===== config.mk =====
export PLATFORM = sky130hd
export DESIGN_NAME = pio_command_sequencer
export DESIGN_NICKNAME = d
export VERILOG_FILES = /design/src/rtl/pio_cmd_pkg.sv /design/src/rtl/pio_enable_edge.sv /design/src/rtl/pio_command_sequencer.sv
export SDC_FILE = /design/constraint.sdc
export NUM_CORES = 1
export LEC_CHECK = 0
export ABC_AREA = 0
export ABC_CLOCK_PERIOD_IN_PS = 10600
export CAP_MARGIN = 20
export CORE_ASPECT_RATIO = 1.5
export CORE_UTILIZATION = 50
export CTS_CLUSTER_DIAMETER = 150
export DETAILED_ROUTE_END_ITERATION = 8
export GPL_TIMING_DRIVEN = 0
export PLACE_DENSITY = 0.84
export SYNTH_ARGS = -nofsm -noshare
export SYNTH_HDL_FRONTEND = slang
export SYNTH_SLANG_ARGS = --single-unit

===== constraint.sdc =====
create_clock -name clk -period 10.6 [get_ports clk]
set_input_delay 1.06 -clock clk [delete_from_list [all_inputs] [get_ports clk]]
set_output_delay 1.06 -clock clk [all_outputs]
set_load 0.02 [all_outputs]

===== src/rtl/pio_cmd_pkg.sv =====
// pio_cmd_pkg
//   Shared constants for the HPS PIO command sequencer: the command opcodes
//   carried in PIO_CONTROL_IN[20:15], the err_code values reported back to the
//   HPS, and the sequencer state encoding.
package pio_cmd_pkg;

  localparam logic [5:0] CMD_WRITE_IMGRAM  = 6'h01;
  localparam logic [5:0] CMD_WRITE_REGCTRL = 6'h02;
  localparam logic [5:0] CMD_START_PROCESS = 6'h04;
  localparam logic [5:0] CMD_CLEAR_STATUS  = 6'h08;

  localparam logic [1:0] ERR_NONE    = 2'd0;
  localparam logic [1:0] ERR_CMD     = 2'd1;
  localparam logic [1:0] ERR_ADDR    = 2'd2;
  localparam logic [1:0] ERR_TIMEOUT = 2'd3;

  localparam logic [1:0] ST_IDLE      = 2'd0;
  localparam logic [1:0] ST_EXEC      = 2'd1;
  localparam logic [1:0] ST_PROC_WAIT = 2'd2;
  localparam logic [1:0] ST_ACK       = 2'd3;

endpackage


===== src/rtl/pio_enable_edge.sv =====
// pio_enable_edge
//   Registers the PIO command word once and detects the rising edge of
//   ENABLE on the registered copy.
// Ports:
//   clk, reset          clock, asynchronous active-high reset
//   enable              raw hps_enable
//   cmd/address/data    raw PIO command fields
//   en_q                registered enable
//   rise                one-cycle pulse: en_q=1, previous en_q=0, armed
//   cmd_q/address_q/data_q  registered command fields
module pio_enable_edge #(
  parameter int ADDR_W = 15
) (
  input  logic              clk,
  input  logic              reset,
  input  logic              enable,
  input  logic [5:0]        cmd,
  input  logic [ADDR_W-1:0] address,
  input  logic [31:0]       data,
  output logic              en_q,
  output logic              rise,
  output logic [5:0]        cmd_q,
  output logic [ADDR_W-1:0] address_q,
  output logic [31:0]       data_q
);

  logic en_qq;
  logic armed;

  // armed only sets once ENABLE has been seen low after reset, so an ENABLE
  // that is already high when reset releases never counts as a command.
  always_ff @(posedge clk or posedge reset) begin
    if (reset) begin
      en_q      <= 1'b0;
      en_qq     <= 1'b0;
      armed     <= 1'b0;
      cmd_q     <= '0;
      address_q <= '0;
      data_q    <= '0;
    end else begin
      en_q      <= enable;
      en_qq     <= en_q;
      armed     <= armed | ~enable;
      cmd_q     <= cmd;
      address_q <= address;
      data_q    <= data;
    end
  end

  assign rise = en_q & ~en_qq & armed;

endmodule


===== src/rtl/pio_command_sequencer.sv =====
// pio_command_sequencer
//   Converts level-based HPS PIO commands into one registered single-cycle
//   action per ENABLE assertion (ImgRam write, RegisterController write,
//   processing start or status clear), then holds hps_done until the HPS
//   drops ENABLE. Includes address range checking, a processing watchdog
//   and a saturating ImgRam write counter.
// Ports:
//   clk, reset                      clock, asynchronous active-high reset
//   hps_enable/cmd/address/data     PIO command inputs
//   img_wren/wraddress/data         ImgRam write port
//   reg_write/address/writedata     RegisterController write port
//   proc_enable, proc_done          Controller start level / done input
//   hps_done, hps_error, busy       status to HPS
//   err_code                        0 none, 1 bad cmd, 2 bad addr, 3 timeout
//   img_write_count                 successful ImgRam writes (saturating)
module pio_command_sequencer
  import pio_cmd_pkg::*;
#(
  parameter int ADDR_W         = 15,
  parameter int IMG_DEPTH      = 19200,
  parameter int TIMEOUT_CYCLES = 2000000
) (
  input  logic              clk,
  input  logic              reset,
  input  logic              hps_enable,
  input  logic [5:0]        hps_cmd,
  input  logic [ADDR_W-1:0] hps_address,
  input  logic [31:0]       hps_data,
  output logic              img_wren,
  output logic [ADDR_W-1:0] img_wraddress,
  output logic [7:0]        img_data,
  output logic              reg_write,
  output logic [1:0]        reg_address,
  output logic [31:0]       reg_writedata,
  output logic              proc_enable,
  input  logic              proc_done,
  output logic              hps_done,
  output logic              hps_error,
  output logic              busy,
  output logic [1:0]        err_code,
  output logic [ADDR_W-1:0] img_write_count
);

  localparam int WD_W = (TIMEOUT_CYCLES > 2) ? $clog2(TIMEOUT_CYCLES) : 1;
  localparam logic [WD_W-1:0]   WD_LAST     = WD_W'(TIMEOUT_CYCLES - 1);
  localparam logic [31:0]       IMG_DEPTH_W = 32'(IMG_DEPTH);
  localparam logic [ADDR_W-1:0] COUNT_MAX   = '1;

  logic              en_q;
  logic              rise;
  logic [5:0]        cmd_q;
  logic [ADDR_W-1:0] address_q;
  logic [31:0]       data_q;

  logic [1:0]        state;
  logic [5:0]        cmd_l;
  logic [ADDR_W-1:0] addr_l;
  logic [31:0]       data_l;
  logic [WD_W-1:0]   watchdog;
  logic              addr_ok;

  pio_enable_edge #(.ADDR_W(ADDR_W)) u_edge (
    .clk       (clk),
    .reset     (reset),
    .enable    (hps_enable),
    .cmd       (hps_cmd),
    .address   (hps_address),
    .data      (hps_data),
    .en_q      (en_q),
    .rise      (rise),
    .cmd_q     (cmd_q),
    .address_q (address_q),
    .data_q    (data_q)
  );

  assign addr_ok = ({{(32-ADDR_W){1'b0}}, addr_l} < IMG_DEPTH_W);
  assign busy    = (state != ST_IDLE);

  // Main sequencer. Strobes default low each cycle so every action is a
  // single-cycle pulse. hps_done is raised on the first ACK cycle regardless
  // of ENABLE, so a command whose ENABLE was dropped early still produces a
  // one-cycle done pulse before returning to IDLE.
  always_ff @(posedge clk or posedge reset) begin
    if (reset) begin
      state           <= ST_IDLE;
      cmd_l           <= '0;
      addr_l          <= '0;
      data_l          <= '0;
      watchdog        <= '0;
      img_wren        <= 1'b0;
      img_wraddress   <= '0;
      img_data        <= '0;
      reg_write       <= 1'b0;
      reg_address     <= '0;
      reg_writedata   <= '0;
      proc_enable     <= 1'b0;
      hps_done        <= 1'b0;
      hps_error       <= 1'b0;
      err_code        <= ERR_NONE;
      img_write_count <= '0;
    end else begin
      img_wren  <= 1'b0;
      reg_write <= 1'b0;
      case (state)
        ST_IDLE: begin
          if (rise) begin
            cmd_l     <= cmd_q;
            addr_l    <= address_q;
            data_l    <= data_q;
            err_code  <= ERR_NONE;
            hps_error <= 1'b0;
            state     <= ST_EXEC;
          end
        end
        ST_EXEC: begin
          state <= ST_ACK;
          case (cmd_l)
            CMD_WRITE_IMGRAM: begin
              if (addr_ok) begin
                img_wren      <= 1'b1;
                img_wraddress <= addr_l;
                img_data      <= data_l[7:0];
                if (img_write_count != COUNT_MAX)
                  img_write_count <= img_write_count + ADDR_W'(1);
              end else begin
                err_code <= ERR_ADDR;
              end
            end
            CMD_WRITE_REGCTRL: begin
              reg_write     <= 1'b1;
              reg_address   <= addr_l[1:0];
              reg_writedata <= data_l;
            end
            CMD_START_PROCESS: begin
              proc_enable <= 1'b1;
              watchdog    <= '0;
              state       <= ST_PROC_WAIT;
            end
            CMD_CLEAR_STATUS: begin
              img_write_count <= '0;
            end
            default: begin
              err_code <= ERR_CMD;
            end
          endcase
        end
        ST_PROC_WAIT: begin
          // done is checked first so a simultaneous timeout reports success
          if (proc_done) begin
            proc_enable <= 1'b0;
            state       <= ST_ACK;
          end else if (watchdog == WD_LAST) begin
            proc_enable <= 1'b0;
            err_code    <= ERR_TIMEOUT;
            state       <= ST_ACK;
          end else begin
            watchdog <= watchdog + WD_W'(1);
          end
        end
        ST_ACK: begin
          if (!hps_done) begin
            hps_done  <= 1'b1;
            hps_error <= (err_code != ERR_NONE);
          end else if (!en_q) begin
            hps_done <= 1'b0;
            state    <= ST_IDLE;
          end
        end
        default: state <= ST_IDLE;
      endcase
    end
  end

endmodule


### Word level (Yosys, flattened, before mapping)

Cells that the tools add are included.
W data, S select, Z words.

| operators by class | value |
|---|---|
| add/sub/neg operators | 2 |
| magnitude comparators | 1 |
| eq/ne operators | 22 |
| multiplexer cells | 33 |
| bitwise gates (word level) | 5 |
| reductions and logical operators | 17 |

Operators with widths:

| kind | number |
|---|---|
| $mux W21 | 3 |
| $pmux W21 S2 | 1 |
| $mux W15 | 2 |
| $pmux W15 S2 | 1 |
| $add A21 B1 Y21 const B | 1 |
| $eq A21 B21 Y1 const B | 1 |
| $ne A2 B2 Y1 const B | 10 |
| $mux W2 | 8 |
| $add A15 B1 Y15 const B | 1 |
| $lt A15 B15 Y1 const B | 1 |
| $ne A15 B15 Y1 const B | 1 |
| $mux W1 | 13 |
| $reduce_and A4 Y1 | 3 |
| $reduce_bool A2 Y1 | 5 |
| $reduce_and A3 Y1 | 3 |
| $pmux W2 S4 | 1 |
| $eq A6 B1 Y1 const B | 1 |
| $eq A6 B2 Y1 const B | 1 |
| $eq A6 B3 Y1 const B | 1 |
| $eq A6 B4 Y1 const B | 1 |
| $ne A3 B3 Y1 const B | 2 |
| $pmux W2 S3 | 1 |
| $reduce_and A6 Y1 | 1 |
| $eq A2 B2 Y1 const B | 2 |
| other kinds (11) | 15 |

| word-level totals | value |
|---|---|
| flip-flop bits (word level) | 211 |
| input bits | 57 |
| output and inout bits | 80 |
| word-level logic and storage cells | 102 |

### Depth between registers and ports, before layout

| logic depth | value |
|---|---|
| depth after elaboration | 5 |
| mapped depth | 9 |
| gate-level depth less buffers | 7 |

### Hierarchy

A second synthesis with hierarchy kept.

| second synthesis, totals | value |
|---|---|
| cell total of the unflattened synthesis | 583 |
| area, all modules | 8166.6 µm² |

Modules (own cells, without submodules):

| module | instances | cells each | area an instance (µm²) | seq. area each (µm²) |
|---|---|---|---|---|
| pio_command_sequencer | 1 | 524 | 6746.5 | 3878.7 |
| pio_enable_edge | 1 | 59 | 1420.1 | 1401.3 |

### Worst setup path before layout

OpenSTA, ideal clock, no wires.

| timing | value |
|---|---|
| kind | input-to-reg |
| start | input proc_done |
| end | register watchdog[16] |
| setup time | 0.127 ns |
| data arrival time | 2.125 ns |
| data required time | 10.473 ns |
| path slack | 8.348 ns |
| cell stages on the path | 4 |
| buffers on the path | 1 |
| cells stage by stage | clkbuf_8 nor4_1 nand4_1 a311o_2 |

| between the ends | value |
|---|---|
| cells in the longest elaborated chain, start to end | 2 |

RTL lines:

| item | line | text |
|---|---|---|
| start: declaration | pio_command_sequencer.sv:36 | `input logic proc_done,` |
| $ne A2 B2 Y1 (no line) | -- |  |
| $reduce_and A4 Y1 (no line) | -- |  |
| end signal: assignment | pio_command_sequencer.sv:157 | `watchdog <= watchdog + WD_W'(1);` |
| end: declaration | pio_command_sequencer.sv:59 | `logic [WD_W-1:0] watchdog;` |

Every way passes these cells.
A chain may end at the register's enable or synchronous reset.

### Worst setup path after layout

| timing | value |
|---|---|
| start | register state[0] |
| end | output busy |

| between the ends | value |
|---|---|
| cells in the longest elaborated chain, start to end | 1 |

RTL lines:

| item | line | text |
|---|---|---|
| start: declaration | pio_command_sequencer.sv:55 | `logic [1:0] state;` |
| start signal: assignment | pio_command_sequencer.sv:85 | `state <= ST_IDLE;` |
| start signal: assignment | pio_command_sequencer.sv:112 | `state <= ST_EXEC;` |
| start signal: assignment | pio_command_sequencer.sv:116 | `state <= ST_ACK;` |
| $reduce_bool A2 Y1 | pio_command_sequencer.sv:77 | `assign busy = (state != ST_IDLE);` |
| end: declaration | pio_command_sequencer.sv:39 | `output logic busy,` |

Every way passes these cells.

==> parameters.txt <==
Parameter                              Value

Timing
  Clock tree skew after final layout    0.0160 ns
  Worst Max-Slew Pin Slew    0.951 ns
  Number of setup violations in the final report    0
  Worst hold slack after final layout    0.421 ns
  Final slew viol count    0
  Sum of negative setup slack    0 ns
  RSZ-0062 raised after global routing    no
  Final critical-path required period    3.15 ns
  Upper clock frequency limit    318 MHz
  Final Hold Vio Count    0
  Fin crit share    29.7%
  Fin worst setup slack    7.45 ns
  Worst-case headroom to the max-slew limit    36.1%

Logic synthesis
  Synthesis warning total    0
  Flip-flop and latch count after synthesis    211
  Most instantiated flip-flop cell in the synthesis netlist    dfrtp_1
  Cell area after synthesis    0.00834 mm^2
  Synth Area per Inst    12.2 um^2
  Library cell with the largest summed area after synthesis    dfrtp_1
  Cells after synthesis    681
  Distinct cells, synth    63
  Synth top area share    63.3%
  Post-synth EDFFs    0
  Post-synth ARST share    100%
  Nets in the synthesized netlist    745
  Proportion of synthesized chip area in sequential cells    63.3%
  Largest cells by area after synthesis    dfrtp_1 (63%), mux2_2 (10%), nand2_1 (6.0%)

Worst hold path
  Worst hold path endpoint    u_edge.en_qq
  Count of cells along the worst hold path    0
  Hold path startpoint    u_edge.en_q
  Hold WC Path Type    reg -> reg

Power
  Total chip power    2.82 mW
  VDD IR-drop max    0.212 mV
  P_leak    4.81 nW
  Pwr per Cell Area    264 mW/mm^2

GRT
  Pin count of the biggest net entering global routing    109
  Vias in the first global route    5,997
  Wire length of the first global-routing pass    29,500 um
  Number of antenna violations at the first check in global routing    0
  GRT Resource Usage Total    21.6%
  Aggregate global routing overflow    0

Run
  Count of maximum capacitance violations    0

Setup path
  Worst path arrival time    2.09 ns
  Worst reg-to-reg path cell count    9
  Path type of the worst setup path    reg -> out
  R2r setup slk    7.82 ns
  Crit end category    output port
  Terminus of the critical flop-to-flop path    reg_writedata[17]
  Critical Path Fanout Max    6
  Critical path required time    9.54 ns
  CP Launch Type    register
  Launch instance of the worst register-to-register path    state[1]

Detailed routing
  Vias per std cell    5.50
  Antenna Violating Nets Remaining    0
  DRC violations left    0
  Detailed-routing iteration count for the pre-antenna-repair pass    5
  Iteration-0 DRC count of the detailed router    294
  Drt total wl    17,900 um
  Drt wl/cell    16.9 um
  Vias post-DR    5,831

CTS
  Count of instances resized after the clock tree is built    0
  Clk pin slew, worst setup/hold paths    0.06 ns
  CTS Buf Count    21
  Post-CTS setup buffer count    0
  Insertion delay to the later sink of the worst-skew pair    0.50 ns
  Level count of the clock H-tree    1
  Clock tree from TritonCTS    yes
  Buffer cell driving the clock tree root    clkbuf_16
  Max Root-Sink Buffers    3
  Clock sink count    211
  Cts hold-fix bufs    0

Die
  Placement Rows    57
  Height of the chip    160 um
  Area of the core    0.0163 mm^2
  Number of top-level pins    137
  Die area    0.0172 mm^2
  Initial Util    51.3%
  Width of the die    107 um

Cells and area
  Layout area overhead    27.7%
  Count of nets after finishing    905
  Ant. Diodes    0
  Top library cells by usage in the layout, fill and taps aside    dfrtp_1 (211), clkdlybuf4s50_1 (136), nand2_1 (134)
  Fraction of layout instances using a drive strength above 1    16.0%
  Most common cell after layout, fill and taps aside    dfrtp_1

Place
  Global placer's final weighted congestion    0.855
  Final HPWL from detailed placement    12,400 um
  I/O Buffers    136
  Worst slack at placement    7.64 ns

Outcome
  Result of the run    complete, no violations
-- kinds of logic after synthesis --
kind of cell | after synthesis | share of synthesized area, %
flip-flops | 211 | 63.3
multiplexers | 92 | 12.2
AO/OA/AOI/OAI | 85 | 7.07
buffers and inverters | 40 | 2.26
AND/OR/NAND/NOR | 246 | 14.1
adder cells (fa/ha/maj) | 7 | 1.05
-- flip-flops by register name (all words and copies together), names as in the netlist, 15 cells and up --
| register | cells |
|---|---|
| u_edge.address_q | 15 |
| img_write_count | 15 |
| reg_writedata | 32 |
| img_wraddress | 15 |
| data_l | 32 |
| watchdog | 21 |
| addr_l | 15 |
| u_edge.data_q | 32 |
-- area by class of cell --
class,instances,area (um^2)
tap,206,258
inverter,16,67.6
clock buffer,24,547
buffer,24,129
multi-input combinational,430,2870
sequential,211,5280
timing repair buffer,137,1390
clock inverter,13,113
fill,1212,5610
-- cells in the mapped netlist, types with 12 or more instances --
| master | instances |
|---|---|
| mux2_2 | 77 |
| nor2_1 | 19 |
| mux2i_1 | 14 |
| nand3_1 | 27 |
| clkbuf_1 | 14 |
| a21oi_1 | 13 |
| o21ai_0 | 20 |
| inv_1 | 14 |
| a31oi_1 | 12 |
| nand2_1 | 134 |
| dfrtp_1 | 211 |
-- worst max-delay path by stage --
| stage | start | end | slack [ns] | cells past startpoint |
|---|---|---|---|---|
| 6_report | state[0] | busy | 7.45 | 4 |
| 5_1_grt | state[0] | busy | 7.35 | 4 |
| 4_1_cts | state[0] | busy | 7.43 | 4 |
| 3_5_place_dp | proc_done | watchdog[16] | 7.64 | 5 |
| 3_3_place_gp | reset | u_edge.data_q[2] | 1.30 | 2 |
| 2_1_floorplan | reset | addr_l[0] | 3.77 | 1 |
-- critical path, stage by stage (launching register included) --
cell	delay [ns]
dfrtp_1	0.44
inv_1	0.11
ha_1	0.29
inv_1	0.15
clkdlybuf4s50_1	0.62
-- metal layers --
metal  GRT usage [%]  vias up  share of wire (%)
met3            6.08       39                7.3
li1                -     2719                  -
met1            25.4     2868                 38
met4            6.91        0                2.6
met5               0        -                  0
met2            37.8      205                 52
-- through the flow --
step / utilization [%] / instance area [um^2] / cells
floorplan: - / 8340 / 681
global placement: 61.3 / 9960 / 1023
detailed placement: 61.5 / 10000 / 1024
CTS: 65.5 / 10700 / 1061
global route: 65.5 / 10700 / 1061
finish: 65.5 / 10700 / 1061
-- power by group --
group | total (mW) | internal, mW | switching [mW]
clock network | 0.707 | 0.400 | 0.307
logic | 0.890 | 0.429 | 0.460
registers | 1.22 | 1.05 | 0.173
(Power assumes the default switching activity.)
